**src/rtl/rst_seq_pkg.sv**
```systemverilog
// rtl/rst_seq_pkg.sv - shared types and helpers for the reset sequencer
// Contents: FSM state encoding, reset cause codes, counter width helper.
package rst_seq_pkg;

    typedef enum logic [1:0] {
        S_POR     = 2'd0,
        S_RELEASE = 2'd1,
        S_RUN     = 2'd2,
        S_ASSERT  = 2'd3
    } state_t;

    typedef enum logic [1:0] {
        CAUSE_POR = 2'd0,
        CAUSE_BTN = 2'd1,
        CAUSE_SW  = 2'd2,
        CAUSE_WDT = 2'd3
    } cause_t;

    // Width able to hold the largest of three terminal counts, plus one
    // spare bit of headroom.
    function automatic int cnt_width(input int a, input int b, input int c);
        int m;
        m = a;
        if (b > m) m = b;
        if (c > m) m = c;
        return $clog2(m) + 1;
    endfunction

endpackage

```
**src/rtl/rst_sequencer_if.sv**
```systemverilog
// rtl/rst_sequencer_if.sv - request inputs and staged reset outputs of the sequencer
// master: the sequencer (samples btn_rst_in/sw_rst_req/wdt_kick, drives
//         rst_out_n/rst_done/rst_cause)
// slave:  the SoC side that raises requests and consumes the resets
interface rst_sequencer_if
    import rst_seq_pkg::*;
#(
    parameter int NUM_DOMAINS = 3
);
    logic                   btn_rst_in;
    logic                   sw_rst_req;
    logic                   wdt_kick;
    logic [NUM_DOMAINS-1:0] rst_out_n;
    logic                   rst_done;
    cause_t                 rst_cause;

    modport master (
        input  btn_rst_in,
        input  sw_rst_req,
        input  wdt_kick,
        output rst_out_n,
        output rst_done,
        output rst_cause
    );

    modport slave (
        output btn_rst_in,
        output sw_rst_req,
        output wdt_kick,
        input  rst_out_n,
        input  rst_done,
        input  rst_cause
    );
endinterface

```
**src/rtl/rst_debounce.sv**
```systemverilog
// rtl/rst_debounce.sv - button synchroniser and debouncer
// Ports: clk_in, rst_n (sync, active-low), btn_rst_in (raw async button),
//        pressed_level (debounced, 1 = pressed), press_pulse (one cycle on
//        the debounced released->pressed transition, aligned with the
//        rising edge of pressed_level).
module rst_debounce
    import rst_seq_pkg::*;
#(
    parameter int DEBOUNCE_CYCLES = 50_000,
    parameter bit BTN_ACTIVE_LOW  = 1'b1
) (
    input  logic clk_in,
    input  logic rst_n,
    input  logic btn_rst_in,
    output logic pressed_level,
    output logic press_pulse
);
    localparam int            DW       = cnt_width(DEBOUNCE_CYCLES, 1, 1);
    localparam logic [DW-1:0] DEB_LAST = DW'(DEBOUNCE_CYCLES - 1);
    // Raw level of an untouched button.
    localparam logic          IDLE_RAW = BTN_ACTIVE_LOW;

    logic          sync1;
    logic          sync2;
    logic          sync_pressed;
    logic [DW-1:0] cnt;

    assign sync_pressed = sync2 ^ BTN_ACTIVE_LOW;

    always_ff @(posedge clk_in) begin
        if (!rst_n) begin
            sync1         <= IDLE_RAW;
            sync2         <= IDLE_RAW;
            cnt           <= '0;
            pressed_level <= 1'b0;
            press_pulse   <= 1'b0;
        end else begin
            sync1       <= btn_rst_in;
            sync2       <= sync1;
            press_pulse <= 1'b0;
            // Count consecutive cycles of disagreement; any agreement
            // (a bounce back) restarts the count.
            if (sync_pressed == pressed_level) begin
                cnt <= '0;
            end else if (cnt == DEB_LAST) begin
                pressed_level <= sync_pressed;
                press_pulse   <= sync_pressed;
                cnt           <= '0;
            end else begin
                cnt <= cnt + 1'b1;
            end
        end
    end

endmodule

```
**src/rtl/rst_sequencer.sv**
```systemverilog
// rtl/rst_sequencer.sv - counted power-on reset and staged domain release
// Ports: clk_in (system clock), rst_n (sync active-low hard reset),
//        bus (rst_sequencer_if.master: btn_rst_in, sw_rst_req, wdt_kick in;
//        rst_out_n[NUM_DOMAINS], rst_done, rst_cause out, all registered).
// Optional macro RST_WDT_EN builds the watchdog (cause 3); without it
// wdt_kick is ignored.
module rst_sequencer
    import rst_seq_pkg::*;
#(
    parameter int POR_CYCLES      = 500_000,
    parameter int NUM_DOMAINS     = 3,
    parameter int STAGE_CYCLES    = 16,
    parameter int DEBOUNCE_CYCLES = 50_000,
    parameter int HOLD_CYCLES     = 1_000,
    parameter bit BTN_ACTIVE_LOW  = 1'b1,
    parameter int WDT_CYCLES      = 50_000_000
) (
    input  logic            clk_in,
    input  logic            rst_n,
    rst_sequencer_if.master bus
);
    localparam int            CW         = cnt_width(POR_CYCLES, STAGE_CYCLES, HOLD_CYCLES);
    localparam logic [CW-1:0] POR_LAST   = CW'(POR_CYCLES - 1);
    localparam logic [CW-1:0] STAGE_LAST = CW'(STAGE_CYCLES - 1);
    localparam logic [CW-1:0] HOLD_LAST  = CW'(HOLD_CYCLES - 1);
    localparam logic [NUM_DOMAINS-1:0] FIRST_MASK = NUM_DOMAINS'(1);

    state_t                 state;
    logic [CW-1:0]          cnt;
    logic [NUM_DOMAINS-1:0] out_n_q;
    logic [NUM_DOMAINS-1:0] next_mask;
    logic                   done_q;
    cause_t                 cause_q;
    cause_t                 req_cause;
    logic                   btn_level;
    logic                   btn_press;
    logic                   wdt_fire;
    logic                   req_any;

    rst_debounce #(
        .DEBOUNCE_CYCLES(DEBOUNCE_CYCLES),
        .BTN_ACTIVE_LOW (BTN_ACTIVE_LOW)
    ) u_debounce (
        .clk_in       (clk_in),
        .rst_n        (rst_n),
        .btn_rst_in   (bus.btn_rst_in),
        .pressed_level(btn_level),
        .press_pulse  (btn_press)
    );

`ifdef RST_WDT_EN
    localparam int            WW       = cnt_width(WDT_CYCLES, 1, 1);
    localparam logic [WW-1:0] WDT_LAST = WW'(WDT_CYCLES - 1);

    logic [WW-1:0] wdt_cnt;

    // Fires on the cycle the count reaches its last value unless a kick
    // arrives in that same cycle.
    assign wdt_fire = (state == S_RUN) && !bus.wdt_kick && (wdt_cnt == WDT_LAST);

    always_ff @(posedge clk_in) begin
        if (!rst_n || state != S_RUN || bus.wdt_kick) begin
            wdt_cnt <= '0;
        end else if (!wdt_fire) begin
            wdt_cnt <= wdt_cnt + 1'b1;
        end
    end
`else
    localparam int unused_wdt_cycles = WDT_CYCLES;
    logic          unused_wdt_kick;

    assign unused_wdt_kick = bus.wdt_kick;
    assign wdt_fire        = 1'b0;
`endif

    // Shift one more released domain in from the bottom.
    assign next_mask = (out_n_q << 1) | FIRST_MASK;
    assign req_any   = btn_press | bus.sw_rst_req | wdt_fire;

    always_comb begin
        req_cause = CAUSE_SW;
        if (btn_press) begin
            req_cause = CAUSE_BTN;
        end else if (wdt_fire) begin
            req_cause = CAUSE_WDT;
        end
    end

    always_ff @(posedge clk_in) begin
        if (!rst_n) begin
            state   <= S_POR;
            cnt     <= '0;
            out_n_q <= '0;
            done_q  <= 1'b0;
            cause_q <= CAUSE_POR;
        end else if ((state == S_RELEASE || state == S_RUN) && req_any) begin
            // A request during release aborts the partial release.
            out_n_q <= '0;
            done_q  <= 1'b0;
            cause_q <= req_cause;
            cnt     <= '0;
            state   <= S_ASSERT;
        end else begin
            case (state)
                S_POR: begin
                    if (cnt == POR_LAST) begin
                        out_n_q <= FIRST_MASK;
                        cnt     <= '0;
                        if (NUM_DOMAINS == 1) begin
                            done_q <= 1'b1;
                            state  <= S_RUN;
                        end else begin
                            state <= S_RELEASE;
                        end
                    end else begin
                        cnt <= cnt + 1'b1;
                    end
                end
                S_RELEASE: begin
                    if (cnt == STAGE_LAST) begin
                        out_n_q <= next_mask;
                        cnt     <= '0;
                        if (&next_mask) begin
                            done_q <= 1'b1;
                            state  <= S_RUN;
                        end
                    end else begin
                        cnt <= cnt + 1'b1;
                    end
                end
                S_RUN: begin
                    cnt <= '0;
                end
                S_ASSERT: begin
                    // The hold time only starts once the button is let go.
                    if (btn_level) begin
                        cnt <= '0;
                    end else if (cnt == HOLD_LAST) begin
                        out_n_q <= FIRST_MASK;
                        cnt     <= '0;
                        if (NUM_DOMAINS == 1) begin
                            done_q <= 1'b1;
                            state  <= S_RUN;
                        end else begin
                            state <= S_RELEASE;
                        end
                    end else begin
                        cnt <= cnt + 1'b1;
                    end
                end
                default: begin
                    state <= S_POR;
                    cnt   <= '0;
                end
            endcase
        end
    end

    assign bus.rst_out_n = out_n_q;
    assign bus.rst_done  = done_q;
    assign bus.rst_cause = cause_q;

endmodule

```
**src/flat_wrapper.sv**
```systemverilog
// flat-port wrapper written by rule: the top's interface ports become plain ports
module rst_sequencer_flat import rst_seq_pkg::*;
#(
    parameter int POR_CYCLES      = 500_000,
    parameter int NUM_DOMAINS     = 3,
    parameter int STAGE_CYCLES    = 16,
    parameter int DEBOUNCE_CYCLES = 50_000,
    parameter int HOLD_CYCLES     = 1_000,
    parameter bit BTN_ACTIVE_LOW  = 1'b1,
    parameter int WDT_CYCLES      = 50_000_000
)
  (clk_in, rst_n, bus_btn_rst_in, bus_sw_rst_req, bus_wdt_kick, bus_rst_out_n, bus_rst_done, bus_rst_cause);
  rst_sequencer_if #(.NUM_DOMAINS(NUM_DOMAINS)) bus_i ();
  input  logic clk_in;
  input  logic rst_n;
  input wire logic [$bits(bus_i.btn_rst_in)-1:0] bus_btn_rst_in;
  input wire logic [$bits(bus_i.sw_rst_req)-1:0] bus_sw_rst_req;
  input wire logic [$bits(bus_i.wdt_kick)-1:0] bus_wdt_kick;
  output wire logic [$bits(bus_i.rst_out_n)-1:0] bus_rst_out_n;
  output wire logic [$bits(bus_i.rst_done)-1:0] bus_rst_done;
  output wire logic [$bits(bus_i.rst_cause)-1:0] bus_rst_cause;
  assign bus_i.btn_rst_in = bus_btn_rst_in;
  assign bus_i.sw_rst_req = bus_sw_rst_req;
  assign bus_i.wdt_kick = bus_wdt_kick;
  assign bus_rst_out_n = bus_i.rst_out_n;
  assign bus_rst_done = bus_i.rst_done;
  assign bus_rst_cause = bus_i.rst_cause;
  rst_sequencer #(.POR_CYCLES(POR_CYCLES), .NUM_DOMAINS(NUM_DOMAINS), .STAGE_CYCLES(STAGE_CYCLES), .DEBOUNCE_CYCLES(DEBOUNCE_CYCLES), .HOLD_CYCLES(HOLD_CYCLES), .BTN_ACTIVE_LOW(BTN_ACTIVE_LOW), .WDT_CYCLES(WDT_CYCLES)) u_core (.clk_in(clk_in), .rst_n(rst_n), .bus(bus_i));
endmodule
```
**config.mk**
```make
export PLATFORM = sky130hd
export DESIGN_NAME = rst_sequencer_flat
export DESIGN_NICKNAME = d
export VERILOG_FILES = /design/src/rtl/rst_seq_pkg.sv /design/src/rtl/rst_sequencer_if.sv /design/src/rtl/rst_debounce.sv /design/src/rtl/rst_sequencer.sv /design/src/flat_wrapper.sv
export SDC_FILE = /design/constraint.sdc
export NUM_CORES = 1
export LEC_CHECK = 0
export ABC_CLOCK_PERIOD_IN_PS = 4250
export BUFFER_PORTS_ARGS = -buffer_cell sky130_fd_sc_hd__buf_2
export CAP_MARGIN = 20
export CORE_ASPECT_RATIO = 0.6
export CORE_UTILIZATION = 46
export CTS_BUF_LIST = sky130_fd_sc_hd__clkbuf_8
export DETAILED_ROUTE_END_ITERATION = 8
export SLEW_MARGIN = 20
export SYNTH_ARGS = -nofsm -noshare
export SYNTH_HDL_FRONTEND = slang
export SYNTH_HIERARCHICAL = 1
export SYNTH_SLANG_ARGS = --single-unit
```
**constraint.sdc**
```tcl
create_clock -name clk_in -period 4.25 [get_ports clk_in]
set_input_delay 0.425 -clock clk_in [delete_from_list [all_inputs] [get_ports clk_in]]
set_output_delay 0.425 -clock clk_in [all_outputs]
set_load 0.05 [all_outputs]
```
==> summary.txt <==
Run status
  – Status: finished, final reports clean

Floorplanning
  – Initial Util: 0.5000
  – Die Y: 57.69 um
  – FP Rows: 19
  – Die W: 94.81 um
  – CORE AREA: 4755 um^2
  – Ports: 11
  – Die area: 5469 um^2

Detailed routing
  – Post-route antenna net violation count: 0
  – Top Metal Used: met4
  – Routed wl met2: 1.533 mm
  – Routed wire length: 4.675 mm
  – DRC: 0
  – DR iter-0 viols: 120
  – Length of the first detailed-routing pass in iterations: 4
  – Total number of vias: 1796
  – Wirelength per Cell: 13.96 um
  – Met1 WL: 2.791 mm
  – Met3 wire len: 310 um
  – Via-per-instance ratio: 5.361

STA
  – Finish-stage setup viols: 0
  – Ratio of final minimum period to clock period: 0.5380
  – Max-slew violations: 0
  – Relative slew slack: 0.5086
  – Final number of hold-violating endpoints: 0
  – Fmax: 0.4373 GHz
  – Min Hold Slack: 0.3052 ns
  – Slew @ Worst Pin: 0.7276 ns
  – RSZ-0062 raised after global routing: false
  – Setup TNS: 0 ns
  – Period minus WS final: 2.287 ns
  – Clk_skew: 0.01043 ns

Synthesis
  – Flops & latches, synth: 49
  – Synth Flop Type: dfxtp_1
  – Syn Area/Cell: 9.074 um^2
  – Area leader, netlist: dfxtp_1
  – Seq/Total Area, Yosys: 0.4126
  – Leading post-synthesis cells by cell area: dfxtp_1 41%, xnor2_1 8.8%, nor3_1 5.7%, nor2_1 4.3%, ha_1 3.7%
  – Post-synthesis cell count: 262
  – EDFF count, synth: 0
  – Async SR Flop Fraction: 0
  – Mapped cell area: 2377 um^2
  – Top-area cell type share of the netlist area: 0.4126
  – Synth cell types: 46
  – Ys Warns: 6
  – Syn_nets: 274

Critical path
  – Critical R2R Capture: u_core/cnt[19]$_SDFF_PP0_
  – Crit start category: flop
  – CP endpoint kind: flop
  – Crit path max fanout: 20
  – Worst Setup SP: u_core/cnt[7]$_SDFF_PP0_
  – Worst EP arrival: 2.45 ns
  – Cells on worst reg2reg path: 5
  – FF-to-FF Start: u_core/cnt[7]$_SDFF_PP0_
  – Critical path capture point: u_core/cnt[19]$_SDFF_PP0_
  – R2r setup slk: 1.96 ns
  – WP data required: 4.41 ns
  – Worst setup path category: flop to flop

CTS
  – # clock sinks: 49
  – Clock-pin slew of the registers on the worst-case setup and hold paths: 0.09 ns
  – Max H-tree Level: 2
  – Clock Latency Late Sink: 0.30 ns
  – Cts bufs inserted: 5
  – CTS max path bufs: 2
  – CTS tree: built
  – Cts hold-fix bufs: 0
  – Post_cts resized: 0
  – Clk root buf: clkbuf_8
  – Setup Buffers After CTS: 0

Pwr
  – Leak Pwr: 0.0008711 uW
  – Worst IR drop on VDD: 0.1677 mV
  – PwrDens: 405.5 nW/um^2

Final layout
  – Share of layout cells above drive strength 1: 0.1213
  – # diodes: 0
  – # nets final: 283
  – Fillers: 460
  – Area growth syn-to-layout: 7.369%

Run
  – # Max-Cap Violations: 0

Global route
  – Largest net degree at the start of global routing: 21
  – Vias in the first global route: 1547
  – Final global-route overflow total: 0
  – GRT Overall Usage: 0.1870
  – First-pass GRT wire length: 7.741 mm
  – Initial antenna violation count: 0

Placement
  – GPL Wtd Cong: 0.7323
  – DPL Wire Length: 3.350 mm
  – Port bufs: 9

Hold path
  – Hold depth: 2
  – HP Class: input port to flop
-- state kept, by name (all words and copies together), names as in the netlist --
| name | cells |
|---|---|
| u_core/u_debounce/press_pulse | 1 |
| u_core/bus.rst_done | 1 |
| u_core/bus.rst_out_n | 3 |
| u_core/state | 2 |
| u_core/u_debounce/sync1 | 1 |
| u_core/u_debounce/cnt | 17 |
| u_core/bus.rst_cause | 2 |
| u_core/u_debounce/pressed_level | 1 |
| u_core/cnt | 20 |
| u_core/u_debounce/sync2 | 1 |
-- cell usage after synthesis, types with 2 or more instances --
cell type and instances:
and4_2 2, buf_6 3, a211oi_1 2, o21ai_0 3, nand4_1 6, inv_1 9
and3_1 4, o21bai_1 2, nand2_1 22, nor2_1 27, o21a_1 2, ha_1 7
xnor2_1 24, clkbuf_1 3, xor2_1 10, nor3b_1 3, or4_4 2, mux2i_1 2
nor4_1 12, dfxtp_1 49, nor3_1 27, nor2b_1 2, nand2b_1 2, a21oi_1 3
nand3_1 13
-- cell families (layout without fill, tap and decap cells) --
group	count (synthesis)	count (layout)	share of synthesized area
buffers and inverters	16	26	0.03526
XOR/XNOR	34	34	0.1253
flip-flops	49	49	0.4126
AO/OA/AOI/OAI	20	20	0.06999
adder cells (fa/ha/maj)	7	7	0.03684
AND/OR/NAND/NOR	134	134	0.3116
multiplexers	2	2	0.008421
-- cell usage in the layout (no fill, tap or decap), types with 4 or more instances in the layout --
master and count:
dfxtp_1 49, nor3_1 27, nor2_1 27, xnor2_1 24
nand2_1 22, nand3_1 13, nor4_1 12, xor2_1 10
buf_2 9, inv_1 9, clkbuf_8 7, ha_1 7
nand4_1 6, and3_1 4
-- per-layer routing --
| metal | GRT usage | vias up |
|---|---|---|
| met5 | 0 | - |
| met4 | 0.05411 | 0 |
| met3 | 0.04987 | 4 |
| met2 | 0.2148 | 50 |
| met1 | 0.3180 | 799 |
| li1 | - | 943 |
-- final cells by class --
type / count / area (um^2) / area share
Clock inverter: 1 / 5.005 / 0.001961
Sequential cell: 49 / 980.9 / 0.3843
Clock buffer: 7 / 96.34 / 0.03775
Inverter: 9 / 33.78 / 0.01324
Timing Repair Buffer: 9 / 45.04 / 0.01765
Tap cell: 63 / 78.83 / 0.03088
Multi-Input combinational cell: 197 / 1313 / 0.5142
-- metrics by stage --
step                      cells  setup slack, ns  total power, uW  instance area, um^2  utilization
after CTS                   335            1.947             1041                 2552       0.5368
after floorplan             262            2.274            708.7                 2377            -
after global routing        335            1.786             1085                 2552       0.5368
after global placement      327            1.976            737.8                 2451       0.5155
after detailed placement    327            1.958            739.5                 2451       0.5155
final                       335            1.963             1035                 2552       0.5368
-- power by group --
| part | internal [uW] | switching [uW] |
|---|---|---|
| Clock | 147 | 154 |
| Combinational | 76.0 | 155 |
| Sequential | 483 | 19.1 |
-- worst max-delay path, cell delays in order, from the launching register on --
cell     delay [ns]
dfxtp_1        0.36
or4_4          0.56
or4_1          0.47
o21ai_1        0.18
a31o_2         0.47
nor3_1         0.10
-- worst min path at each step --
stage,endpoint,from,slack [ns]
after floorplan,u_core/u_debounce/sync2$_SDFF_PN1_,u_core/u_debounce/sync1$_SDFF_PN1_,0.39
after global placement,u_core/u_debounce/sync2$_SDFF_PN1_,u_core/u_debounce/sync1$_SDFF_PN1_,0.39
after detailed placement,u_core/u_debounce/sync2$_SDFF_PN1_,u_core/u_debounce/sync1$_SDFF_PN1_,0.40
after CTS,u_core/u_debounce/sync1$_SDFF_PN1_,bus_btn_rst_in,0.30
after global routing,u_core/u_debounce/sync1$_SDFF_PN1_,bus_btn_rst_in,0.31
final,u_core/u_debounce/sync1$_SDFF_PN1_,bus_btn_rst_in,0.31
Power figures use the tool's default switching activity.
